[src/rtl/output_fetch_serializer_if.sv]
// Memory read port and element stream of the output fetch serializer.
interface output_fetch_serializer_if #(
    parameter int BUS_W  = 128,
    parameter int ELEM_W = 8,
    parameter int ADDR_W = 16
);
    logic              rd_en;
    logic [ADDR_W-1:0] rd_addr;
    logic [BUS_W-1:0]  rd_data;
    logic [ELEM_W-1:0] out_data;
    logic              out_bank;
    logic              out_valid;
    logic              out_ready;

    modport master (
        output rd_en, rd_addr,
        input  rd_data,
        output out_data, out_bank, out_valid,
        input  out_ready
    );

    modport slave (
        input  rd_en, rd_addr,
        output rd_data,
        input  out_data, out_bank, out_valid,
        output out_ready
    );
endinterface

[src/rtl/output_fetch_serializer.sv]
// Output-stage fetch engine: reads FRAME_WORDS words from the selected bank
// and streams each word out LSB-slice first as ELEM_W-bit elements.
module output_fetch_serializer #(
    parameter int BUS_W       = 128,
    parameter int ELEM_W      = 8,
    parameter int ADDR_W      = 16,
    parameter int FRAME_WORDS = 19200,
    parameter int RD_LAT      = 1,
    parameter int DONE_DELAY  = 12
) (
    input  logic                         clock,
    input  logic                         reset_n,
    input  logic                         start,
    input  logic                         abort,
    input  logic                         bank_sel,
    output_fetch_serializer_if.master    bus,
    output logic                         busy,
    output logic                         done
);
    localparam int NELEM   = BUS_W / ELEM_W;
    localparam int K_W     = (NELEM > 1) ? $clog2(NELEM) : 1;
    localparam int IDX_W   = ADDR_W - 1;
    localparam int WAIT_W  = $clog2(RD_LAT + 1);
    localparam int FLUSH_W = $clog2(DONE_DELAY + 1);
    localparam logic [K_W-1:0]   K_LAST   = K_W'(NELEM - 1);
    localparam logic [IDX_W-1:0] IDX_LAST = IDX_W'(FRAME_WORDS - 1);

    typedef enum logic [2:0] {
        S_IDLE,
        S_FETCH,
        S_WAIT,
        S_EMIT,
        S_FLUSH
    } state_t;

    state_t              r_state;
    logic                r_bank;
    logic [IDX_W-1:0]    r_index;
    logic [BUS_W-1:0]    r_word;
    logic [K_W-1:0]      r_k;
    logic [WAIT_W-1:0]   r_wait_cnt;
    logic [FLUSH_W-1:0]  r_flush_cnt;
    logic                r_rd_en;
    logic [ADDR_W-1:0]   r_rd_addr;
    logic [ELEM_W-1:0]   r_out_data;
    logic                r_out_bank;
    logic                r_out_valid;
    logic                r_busy;
    logic                r_done;

    logic                w_handshake;
    logic [BUS_W-1:0]    w_word_shift;
    logic [IDX_W-1:0]    w_next_index;

    assign w_handshake  = r_out_valid & bus.out_ready;
    assign w_word_shift = r_word >> ELEM_W;
    assign w_next_index = r_index + IDX_W'(1);

    assign bus.rd_en     = r_rd_en;
    assign bus.rd_addr   = r_rd_addr;
    assign bus.out_data  = r_out_data;
    assign bus.out_bank  = r_out_bank;
    assign bus.out_valid = r_out_valid;
    assign busy          = r_busy;
    assign done          = r_done;

    // Frame sequencer: fetch, wait for read data, serialise, then delay done.
    // The word register shifts right on each handshake so the current element
    // is always its low slice; FLUSH runs one extra count (0) to hold busy
    // through the done cycle before returning to IDLE.
    always_ff @(posedge clock or negedge reset_n) begin
        if (!reset_n) begin
            r_state     <= S_IDLE;
            r_bank      <= 1'b0;
            r_index     <= '0;
            r_word      <= '0;
            r_k         <= '0;
            r_wait_cnt  <= '0;
            r_flush_cnt <= '0;
            r_rd_en     <= 1'b0;
            r_rd_addr   <= '0;
            r_out_data  <= '0;
            r_out_bank  <= 1'b0;
            r_out_valid <= 1'b0;
            r_busy      <= 1'b0;
            r_done      <= 1'b0;
        end else if (abort && (r_state != S_IDLE)) begin
            r_state     <= S_IDLE;
            r_rd_en     <= 1'b0;
            r_rd_addr   <= '0;
            r_out_data  <= '0;
            r_out_bank  <= 1'b0;
            r_out_valid <= 1'b0;
            r_busy      <= 1'b0;
            r_done      <= 1'b0;
        end else begin
            case (r_state)
                S_IDLE: begin
                    r_done <= 1'b0;
                    if (start && !abort) begin
                        r_bank    <= bank_sel;
                        r_index   <= '0;
                        r_busy    <= 1'b1;
                        r_rd_en   <= 1'b1;
                        r_rd_addr <= {bank_sel, IDX_W'(0)};
                        r_state   <= S_FETCH;
                    end
                end
                S_FETCH: begin
                    r_rd_en    <= 1'b0;
                    r_rd_addr  <= '0;
                    r_wait_cnt <= WAIT_W'(RD_LAT);
                    r_state    <= S_WAIT;
                end
                S_WAIT: begin
                    if (r_wait_cnt == WAIT_W'(1)) begin
                        r_word      <= bus.rd_data;
                        r_k         <= '0;
                        r_out_data  <= bus.rd_data[ELEM_W-1:0];
                        r_out_bank  <= r_bank;
                        r_out_valid <= 1'b1;
                        r_state     <= S_EMIT;
                    end else begin
                        r_wait_cnt <= r_wait_cnt - WAIT_W'(1);
                    end
                end
                S_EMIT: begin
                    if (w_handshake) begin
                        if (r_k == K_LAST) begin
                            r_out_valid <= 1'b0;
                            r_out_data  <= '0;
                            r_out_bank  <= 1'b0;
                            if (r_index != IDX_LAST) begin
                                r_index   <= w_next_index;
                                r_rd_en   <= 1'b1;
                                r_rd_addr <= {r_bank, w_next_index};
                                r_state   <= S_FETCH;
                            end else begin
                                r_flush_cnt <= FLUSH_W'(DONE_DELAY);
                                r_state     <= S_FLUSH;
                            end
                        end else begin
                            r_k        <= r_k + K_W'(1);
                            r_word     <= w_word_shift;
                            r_out_data <= w_word_shift[ELEM_W-1:0];
                        end
                    end
                end
                S_FLUSH: begin
                    if (r_flush_cnt == FLUSH_W'(1)) begin
                        r_done      <= 1'b1;
                        r_flush_cnt <= '0;
                    end else if (r_flush_cnt == '0) begin
                        r_done  <= 1'b0;
                        r_busy  <= 1'b0;
                        r_state <= S_IDLE;
                    end else begin
                        r_flush_cnt <= r_flush_cnt - FLUSH_W'(1);
                    end
                end
                default: begin
                    r_state <= S_IDLE;
                end
            endcase
        end
    end
endmodule

[src/flat_wrapper.sv]
// flat-port wrapper written by rule: the top's interface ports become plain ports
module output_fetch_serializer_flat 
#(
    parameter int BUS_W       = 128,
    parameter int ELEM_W      = 8,
    parameter int ADDR_W      = 16,
    parameter int FRAME_WORDS = 19200,
    parameter int RD_LAT      = 1,
    parameter int DONE_DELAY  = 12
)
  (clock, reset_n, start, abort, bank_sel, busy, done, bus_rd_en, bus_rd_addr, bus_rd_data, bus_out_data, bus_out_bank, bus_out_valid, bus_out_ready);
  output_fetch_serializer_if #(.BUS_W(BUS_W), .ELEM_W(ELEM_W), .ADDR_W(ADDR_W)) bus_i ();
  input  logic clock;
  input  logic reset_n;
  input  logic start;
  input  logic abort;
  input  logic bank_sel;
  output logic busy;
  output logic done;
  output wire logic [$bits(bus_i.rd_en)-1:0] bus_rd_en;
  output wire logic [$bits(bus_i.rd_addr)-1:0] bus_rd_addr;
  input wire logic [$bits(bus_i.rd_data)-1:0] bus_rd_data;
  output wire logic [$bits(bus_i.out_data)-1:0] bus_out_data;
  output wire logic [$bits(bus_i.out_bank)-1:0] bus_out_bank;
  output wire logic [$bits(bus_i.out_valid)-1:0] bus_out_valid;
  input wire logic [$bits(bus_i.out_ready)-1:0] bus_out_ready;
  assign bus_rd_en = bus_i.rd_en;
  assign bus_rd_addr = bus_i.rd_addr;
  assign bus_i.rd_data = bus_rd_data;
  assign bus_out_data = bus_i.out_data;
  assign bus_out_bank = bus_i.out_bank;
  assign bus_out_valid = bus_i.out_valid;
  assign bus_i.out_ready = bus_out_ready;
  output_fetch_serializer #(.BUS_W(BUS_W), .ELEM_W(ELEM_W), .ADDR_W(ADDR_W), .FRAME_WORDS(FRAME_WORDS), .RD_LAT(RD_LAT), .DONE_DELAY(DONE_DELAY)) u_core (.clock(clock), .reset_n(reset_n), .start(start), .abort(abort), .bank_sel(bank_sel), .bus(bus_i), .busy(busy), .done(done));
endmodule
[config.mk]
export PLATFORM = sky130hd
export DESIGN_NAME = output_fetch_serializer_flat
export DESIGN_NICKNAME = d
export VERILOG_FILES = /design/src/rtl/output_fetch_serializer_if.sv /design/src/rtl/output_fetch_serializer.sv /design/src/flat_wrapper.sv
export SDC_FILE = /design/constraint.sdc
export NUM_CORES = 1
export LEC_CHECK = 0
export CAP_MARGIN = 20
export CORE_ASPECT_RATIO = 1.5
export CORE_MARGIN = 8
export CORE_UTILIZATION = 52
export CTS_CLUSTER_DIAMETER = 30
export DETAILED_ROUTE_END_ITERATION = 10
export HOLD_SLACK_MARGIN = 0.06
export MAX_ROUTING_LAYER = met4
export PLACE_DENSITY = 0.8
export SKIP_CTS_REPAIR_TIMING = 1
export SLEW_MARGIN = 10
export SYNTH_ARGS = -nofsm -noshare
export SYNTH_HDL_FRONTEND = slang
export SYNTH_SLANG_ARGS = --single-unit
[constraint.sdc]
create_clock -name clock -period 2.8 [get_ports clock]
set_input_delay 0.42 -clock clock [delete_from_list [all_inputs] [get_ports clock]]
set_output_delay 0.42 -clock clock [all_outputs]
set_load 0.005 [all_outputs]
### Word-level counts from Yosys, hierarchy flattened

Index checks and enable logic that the tools add are counted.

* bits of input ports: 134
* flip-flop bits (word level): 185

* equal/unequal tests: 23
* multiplexer cells: 62
* bitwise operators: 2
* add/subtract/negate cells: 4
* reduce and logical (&&, ||, !) cells: 24

Operator list (count)
* $mux 128: 3
* $pmux 128 s2: 1
* $mux 16: 5
* $mux 15: 4
* $pmux 16 s3: 1
* $mux 4: 8
* $mux 8: 4
* $pmux 15 s2: 1
* $mux 3: 8
* $ne 3x1->1 const B: 6
* $reduce_and 6->1: 3
* $mux 1: 17
* $pmux 4 s2: 2
* $pmux 8 s2: 1
* $add 15x1->15 const B: 1
* $ne 15x15->1 const B: 1
* $pmux 3 s5: 1
* $ne 2x1->1 const B: 5
* $pmux 1 s2: 5
* $reduce_and 5->1: 2
* $reduce_bool 3->1: 3
* $reduce_and 4->1: 2
* $reduce_bool 2->1: 4
* $eq 3x2->1 const B: 2
* 20 further kinds: 25

### Depth between registers and ports, before layout

Gate-level depths: netlist of the first run.

* word-level depth: 6
* gate-level depth with buffers: 9
* depth with buffers taken out: 7

### Worst setup path before layout of the first run

No wires, ideal clock.

* path type: register to register
* start point: register u_core.r_index[12]
* end point: register u_core.r_rd_addr[15] (netlist: u_core.bus.rd_addr[15])
* library setup time: 125 ps
* setup slack: 652 ps
* stages on the path, launching flop included: 6
* period minus slack after synthesis: 2148 ps
* arrival: 2024 ps
* path buffers: 1
* cells stage by stage: dfrtp_1 > or4b_1 > nor4_1 > a21o_1 > buf_2 > mux2_2

* cells in the longest elaborated chain, start to end: 3

Ends and longest elaborated chain
* start, declared: RTL line output_fetch_serializer.sv:38 `logic [IDX_W-1:0] r_index;`
* start signal, assigned: RTL line output_fetch_serializer.sv:134 `r_index <= w_next_index;`
* $ne 15x15->1: RTL line output_fetch_serializer.sv:133 `if (r_index != IDX_LAST) begin`
* $ne 3x1->1 (no source line)
* $reduce_and 5->1 (no source line)
* end signal, assigned: RTL line output_fetch_serializer.sv:105 `r_rd_addr <= {bank_sel, IDX_W'(0)};`
* end signal, assigned: RTL line output_fetch_serializer.sv:136 `r_rd_addr <= {r_bank, w_next_index};`
* end, declared: RTL line output_fetch_serializer.sv:44 `logic [ADDR_W-1:0] r_rd_addr;`

No other way between the ends.
A chain may end at the register's enable or synchronous reset.

### Worst setup path after layout of the first run

* start point: register u_core.r_state[1]
* end point: register u_core.r_word[109]

* cells in the longest elaborated chain, start to end: 4

Ends and longest elaborated chain
* start, declared: RTL line output_fetch_serializer.sv:36 `state_t r_state;`
* start signal, assigned: RTL line output_fetch_serializer.sv:73 `r_state <= S_IDLE;`
* start signal, assigned: RTL line output_fetch_serializer.sv:88 `r_state <= S_IDLE;`
* start signal, assigned: RTL line output_fetch_serializer.sv:106 `r_state <= S_FETCH;`
* parallel branches: the longest is 4 deep, another holds $reduce_and 5->1
* end signal, assigned: RTL line output_fetch_serializer.sv:117 `r_word <= bus.rd_data;`
* end signal, assigned: RTL line output_fetch_serializer.sv:144 `r_word <= w_word_shift;`
* end, declared: RTL line output_fetch_serializer.sv:39 `logic [BUS_W-1:0] r_word;`

Several ways; the timed one is not identified.

==> out/results.ini, run 1 <==
[final_layout]
area_delta_synth_final_pct=29.9
diodes=0
fillers=1244
drive_above_1_share=0.0677
fin_nets=1087
fin_util=0.680

[floorplanning]
dieArea_um2=20500
rows=57
start_util=0.523
dieWidth_um=120
die_h_um=171
io_pins=163
core_area_um2=16000

[sta]
fin_crit_ns=2.52
fmax_mhz=396
fin_skew_ns=0.00803
rsz0062_at_grt=no
timing.final.crit_share=0.901
maxSlewHeadroom=0.478
hold_violations=0
max_slew.worst_pin.slew_ns=0.783
setup_violations=0
whs_ns=0.0264
setup-tns-final_ns=0
slew_violations=0

[worst_setup_path]
worst_ep_required_time_ns=3.05
path_max_fanout=235
worst_r2r_endpoint=u_core.r_word[109]$_DFFE_PN0P_
cpMaxStageDelayCell=buf_12
end_kind=register
start_kind=register
crit_chain=nor2b_1 > a31oi_1 > o2111ai_4 > buf_12 > o21ai_0
arrival_ns=2.78
slowest_delay_ns=0.62
worst_r2r_path_depth=5
reg2reg_from=u_core.r_state[1]$_DFFE_PN0P_
crit_type=register to register
r2r_slack_ns=0.28

[logic_synthesis]
synth_edf_count=0
synthArstFlopShare=1.00
syn_inst=808
synthFlopType=dfrtp_1
avgSynthCellArea_um2=10.3
synth_seq_cells=177
ys_seq_area_frac=0.530
syn_area_um2=8360
synth_warnings=0
yosysUniqueCellTypes=52
syn_nets=947

[placed_design]
portBuffers=162
dp_hpwl_mm=14.7
gp_congestion=0.876

[min_path]
hold_path_class=input port to async pin

[detailed_routing]
drtIter0Drc=476
wl_per_cell_um=17.5
vias=6509
final_antenna_net_count=0
via_per_inst=5.58
route.detailed.drc=0
first_pass_iters=6
postRouteWirelength_mm=20.4

[clock_tree]
numCtsBuffers=17
cts_root_buffer=clkbuf_16
cts_buffer_depth=2
cts_tree=built
worstSkewPairLatency_ns=0.42
h-tree-depth=4
path_clk_slew_ns=0.07
cts.sink_count=177

[grt]
grt.overflow.total=0
grt_pass1_vias=6703
grt_max_degree=236
antenna_found_initial=0
grt_pass1_wl_mm=33.4
gr-usage-all-layers=0.209

[pwr]
p_switching_mw=2.26
seq_power_share=0.495
leakage_nw=4.52
pwr-share-clk=0.321
p_comb_frac=0.185
p_per_area_nw_per_um2=738
p_int_mw=5.75
p_sw_frac=0.282
ir_worst_vdd_mv=0.454

[job]
maxCapViolations=0

[outcome]
status=finished clean

## power by group through the flow
stage               Combinational [mW]  Clock (mW)  Sequential (mW)
global placement                  1.43           0             3.97
detailed placement                1.51           0             4.00
CTS                               1.51        2.62             3.96
floorplan                        0.950           0             3.80
finish                            1.48        2.57             3.97
global route                      1.70        2.72             4.07
## placed cells by master, fill, tap and decap left out, drive strengths merged, types with 2 or more instances in the layout
cell	count
mux2	5
clkbuf	20
nor3b	2
or4	3
bufinv	4
o21ai	134
ha	5
a31oi	4
nor3	9
dfrtp	177
a22o	10
and3	13
xor2	5
nand2b	5
a21o	6
mux2i	112
o31ai	12
nand2	130
a221o	8
clkinvlp	4
nor2	20
o2bb2ai	13
o22ai	3
nor4	2
nand4	5
a21oi	12
nand3	13
a32o	2
inv	9
buf	19
clkdlybuf4s50	161
or2	3
or4b	2
or3	3
a21boi	2
xnor2	10
## logic make-up after synthesis
group / after synthesis / share of synthesized area
AO/OA/AOI/OAI: 215 / 0.157
XOR/XNOR: 15 / 0.0157
adder cells (fa/ha/maj): 5 / 0.00749
buffers and inverters: 65 / 0.0335
flip-flops: 177 / 0.530
multiplexers: 117 / 0.141
AND/OR/NAND/NOR: 214 / 0.115
## synthesized netlist by cell type (8+ instances only)
cell type	n	area (um^2)
buf_2	20	100
a22o_1	10	87.6
xnor2_1	10	87.6
clkbuf_1	33	124
nand2_1	130	488
a221o_1	8	80.1
o31ai_1	12	90.1
nand3_1	13	65.1
dfrtp_1	177	4430
nor3_1	9	45.0
o21ai_0	133	666
nor2_1	18	67.6
and3_1	13	81.3
mux2i_1	112	1120
a21oi_1	12	60.1
o2bb2ai_1	13	114
## through the flow
stage | power, mW | setup slack, ns | instances | area [um^2]
detailed placement | 5.51 | 0.244 | 1135 | 10200
global placement | 5.40 | 0.298 | 1135 | 10200
CTS | 8.09 | 0.326 | 1166 | 10900
finish | 8.02 | 0.276 | 1166 | 10900
global route | 8.49 | 0.124 | 1166 | 10900
floorplan | 4.75 | 0.652 | 808 | 8360
## layer usage
| layer | up-vias | global-route usage | wire (um) |
|---|---|---|---|
| met1 | 3140 | 0.243 | 8390 |
| met5 | - | - | 0 |
| met4 | 0 | 0.0878 | 561 |
| met3 | 38 | 0.0378 | 784 |
| li1 | 3161 | - | - |
| met2 | 170 | 0.352 | 10700 |
## final cells by class
class                           instances  area (um^2)  area share
Sequential cell                       177         4430       0.408
Clock buffer                           20          467      0.0430
Multi-Input combinational cell        566         3670       0.338
Timing Repair Buffer                  180         1830       0.169
Clock inverter                         11          176      0.0163
Inverter                                6         22.5     0.00207
Tap cell                              206          258      0.0237
## worst max-delay path by stage
stage,from,endpoint
floorplan,u_core.r_index[12]$_DFFE_PN0P_,u_core.bus.rd_addr[15]$_DFFE_PN0P_
global route,u_core.r_state[1]$_DFFE_PN0P_,u_core.r_word[110]$_DFFE_PN0P_
CTS,u_core.r_state[1]$_DFFE_PN0P_,u_core.r_word[109]$_DFFE_PN0P_
detailed placement,bus_out_ready,u_core.r_k[3]$_DFFE_PN0P_
global placement,bus_out_ready,u_core.r_k[3]$_DFFE_PN0P_
finish,u_core.r_state[1]$_DFFE_PN0P_,u_core.r_word[109]$_DFFE_PN0P_
## sequential cells by signal (all words and copies together), names as in the netlist
signal / count
u_core.r_word: 120
u_core.done: 1
u_core.bus.out_valid: 1
u_core.bus.rd_en: 1
u_core.r_wait_cnt: 1
u_core.r_k: 4
u_core.r_flush_cnt: 4
u_core.bus.rd_addr: 16
u_core.bus.out_data: 8
u_core.bus.out_bank: 1
u_core.r_state: 3
u_core.r_bank: 1
u_core.busy: 1
u_core.r_index: 15
## worst max-delay path: cells and delay by family, from the launching register on
family                 cells  cell delay [ns]
AOI/OAI and AO/OA          3             0.69
DFF                        1             0.59
and+or+nand+nor            1             0.40
buffers and inverters      1             0.62
No activity file was read; power rests on OpenSTA's default activity.
==> inputs of run 2 (changes only) <==
--- a/config.mk
+++ b/config.mk
@@ -7,13 +7,13 @@
 export LEC_CHECK = 0
 export CAP_MARGIN = 20
 export CORE_ASPECT_RATIO = 1.5
-export CORE_MARGIN = 8
-export CORE_UTILIZATION = 52
+export CORE_MARGIN = 4
+export CORE_UTILIZATION = 51
 export CTS_CLUSTER_DIAMETER = 30
 export DETAILED_ROUTE_END_ITERATION = 10
 export HOLD_SLACK_MARGIN = 0.06
 export MAX_ROUTING_LAYER = met4
-export PLACE_DENSITY = 0.8
+export PLACE_DENSITY = 0.79
 export SKIP_CTS_REPAIR_TIMING = 1
 export SLEW_MARGIN = 10
 export SYNTH_ARGS = -nofsm -noshare
==> constraint.sdc (replaced) <==
create_clock -name clock -period 2.8 [get_ports clock]
set_input_delay 0.56 -clock clock [delete_from_list [all_inputs] [get_ports clock]]
set_output_delay 0.56 -clock clock [all_outputs]
set_load 0.005 [all_outputs]
==> out/results.ini, run 2 (synthesis gave the netlist of run 1 again) <==
[grt]
grt_max_degree=130  ; -45%
grt_busiest_layer=met2
grt_use_met1=0.261  ; +0.0180
grt_pass1_vias=6499  ; -3.0%
met3_usage=0.0513  ; +0.0135
antenna_found_initial=0  ; unchanged
gr-usage-all-layers=0.223  ; +0.0135
grt.overflow.total=0  ; unchanged
met2_usage=0.382  ; +0.0302
grt_pass1_wl_mm=31.6  ; -5.2%

[final_layout]
largest_reg_flops=120  ; unchanged
fin_nets=1087  ; unchanged
final_cell_mix=dfrtp_1 (177), clkdlybuf4s50_1 (161), o21ai_0 (133), nand2_1 (130), mux2i_1 (112)
diodes=0  ; unchanged
final_common_cell=dfrtp_1
fin_util=0.671  ; -0.00803
regMostFlops=u_core.r_word
stdcell_count=1167  ; +0.086%
area_delta_synth_final_pct=29.5
drive_above_1_share=0.0676  ; -0.0000705

[sta]
timing.final.crit_share=0.859  ; -0.0422
setup_ws_ns=0.394  ; +0.118 ns
hold_violations=0  ; unchanged
maxSlewHeadroom=0.441  ; -0.0376
slew_violations=0  ; unchanged
fin_crit_ns=2.41  ; -0.118 ns
rsz0062_at_grt=no
fin_skew_ns=0.00833  ; +0.000301 ns
max_slew.worst_pin.slew_ns=0.839  ; +0.0563 ns
setup_violations=0  ; unchanged
fmax_mhz=416  ; +4.9%
setup-tns-final_ns=0  ; unchanged

[floorplanning]
core_area_um2=16100  ; +0.89%
dieArea_um2=18500  ; -9.4%
io_pins=163  ; unchanged
start_util=0.518  ; -0.00463
rows=57  ; unchanged
dieWidth_um=113  ; -5.8%
die_h_um=165  ; -3.8%

[clock_tree]
cts_root_buffer=clkbuf_16
cts.sink_count=177  ; unchanged
path_clk_slew_ns=0.07  ; about the same
h-tree-depth=4  ; unchanged
worstSkewPairLatency_ns=0.43  ; about the same
cts_tree=built
cts_buffer_depth=2  ; unchanged
numCtsBuffers=17  ; unchanged

[pwr]
p_total_mw=7.84  ; -2.2%
p_per_area_nw_per_um2=724  ; -1.9%
leakage_nw=4.53  ; about the same
ir_worst_vdd_mv=0.415  ; -8.6%

[placed_design]
gp_congestion=0.892  ; +1.9%
dp_hpwl_mm=14.0  ; -4.5%
dp_cells=1134  ; -0.088%
portBuffers=162  ; unchanged
dp_worst_setup_slack_ns=0.289  ; +0.0452 ns

[worst_setup_path]
path_max_fanout=8  ; -97%
worst_ep_required_time_ns=3.11  ; +0.06 ns
cpMaxStageDelayCell=or4_1
end_kind=register
crit_chain=or4b_1 > or4_1 > a21boi_2 > o21a_4 > o32ai_1
start_kind=register
arrival_ns=2.72  ; -0.06 ns
r2r_slack_ns=0.39  ; +0.12 ns
slowest_delay_ns=0.73  ; +0.11 ns
crit_type=register to register

[detailed_routing]
via_per_inst=5.48  ; -1.8%
wl_per_cell_um=16.7  ; -4.5%
first_pass_iters=5  ; -1
final_antenna_net_count=0  ; unchanged
route.detailed.drc=0  ; unchanged
vias=6395  ; -1.8%
postRouteWirelength_mm=19.5  ; -4.4%
drtIter0Drc=354  ; -26%

[job]
maxCapViolations=0  ; unchanged

[min_path]
hold_path_class=register to register

[outcome]
status=finished clean

run 2: path summary, 6_finish.rpt:
check,startpoint,cells past startpoint,to
max,u_core.r_index[12]$_DFFE_PN0P_,5,u_core.r_flush_cnt[1]$_DFFE_PN0P_
min,u_core.r_word[14]$_DFFE_PN0P_,2,u_core.r_word[14]$_DFFE_PN0P_
max reg2reg,u_core.r_index[12]$_DFFE_PN0P_,5,u_core.r_flush_cnt[1]$_DFFE_PN0P_
min reg2reg,u_core.r_word[14]$_DFFE_PN0P_,2,u_core.r_word[14]$_DFFE_PN0P_
max in group asynchronous,reset_n,3,u_core.r_word[72]$_DFFE_PN0P_
min in group asynchronous,reset_n,2,u_core.r_flush_cnt[0]$_DFFE_PN0P_
run 2: critical path: cells and delay by family (launching register included):
family / cells / cell delay (ns)
compound gates: 3 / 0.52
simple gates: 2 / 1.31
flops: 1 / 0.45
run 2: cell type report:
| type | count | area, um^2 |
|---|---|---|
| fillers | 1314 | 5300 |
| flip-flops and latches | 177 | 4430 |
| multi-input cells | 566 | 3670 |
| repair buffers | 180 | 1840 |
| clock buffers | 21 | 480 |
| well taps | 206 | 258 |
| clock inverters | 11 | 128 |
| inverters | 6 | 22.5 |
run 2: metal layers:
metal  wire [um]  share of wire
met1        7930           0.41
met2       10400           0.53
met3         914          0.047
met4         318          0.016
met5           0              0
run 2: through the flow:
step,hold slack (ns),cell area [um^2]
3_5_place_dp,0.462,10200
2_1_floorplan,0.264,8360
4_1_cts,0.0369,10800
6_report,0.471,10800
3_3_place_gp,0.452,10200
5_1_grt,0.496,10800
run 2: where the power goes:
group / internal, mW / switching [mW] / total, mW
Combinational: 0.760 / 0.731 / 1.49
Clock: 1.42 / 1.00 / 2.42
Sequential: 3.42 / 0.500 / 3.92
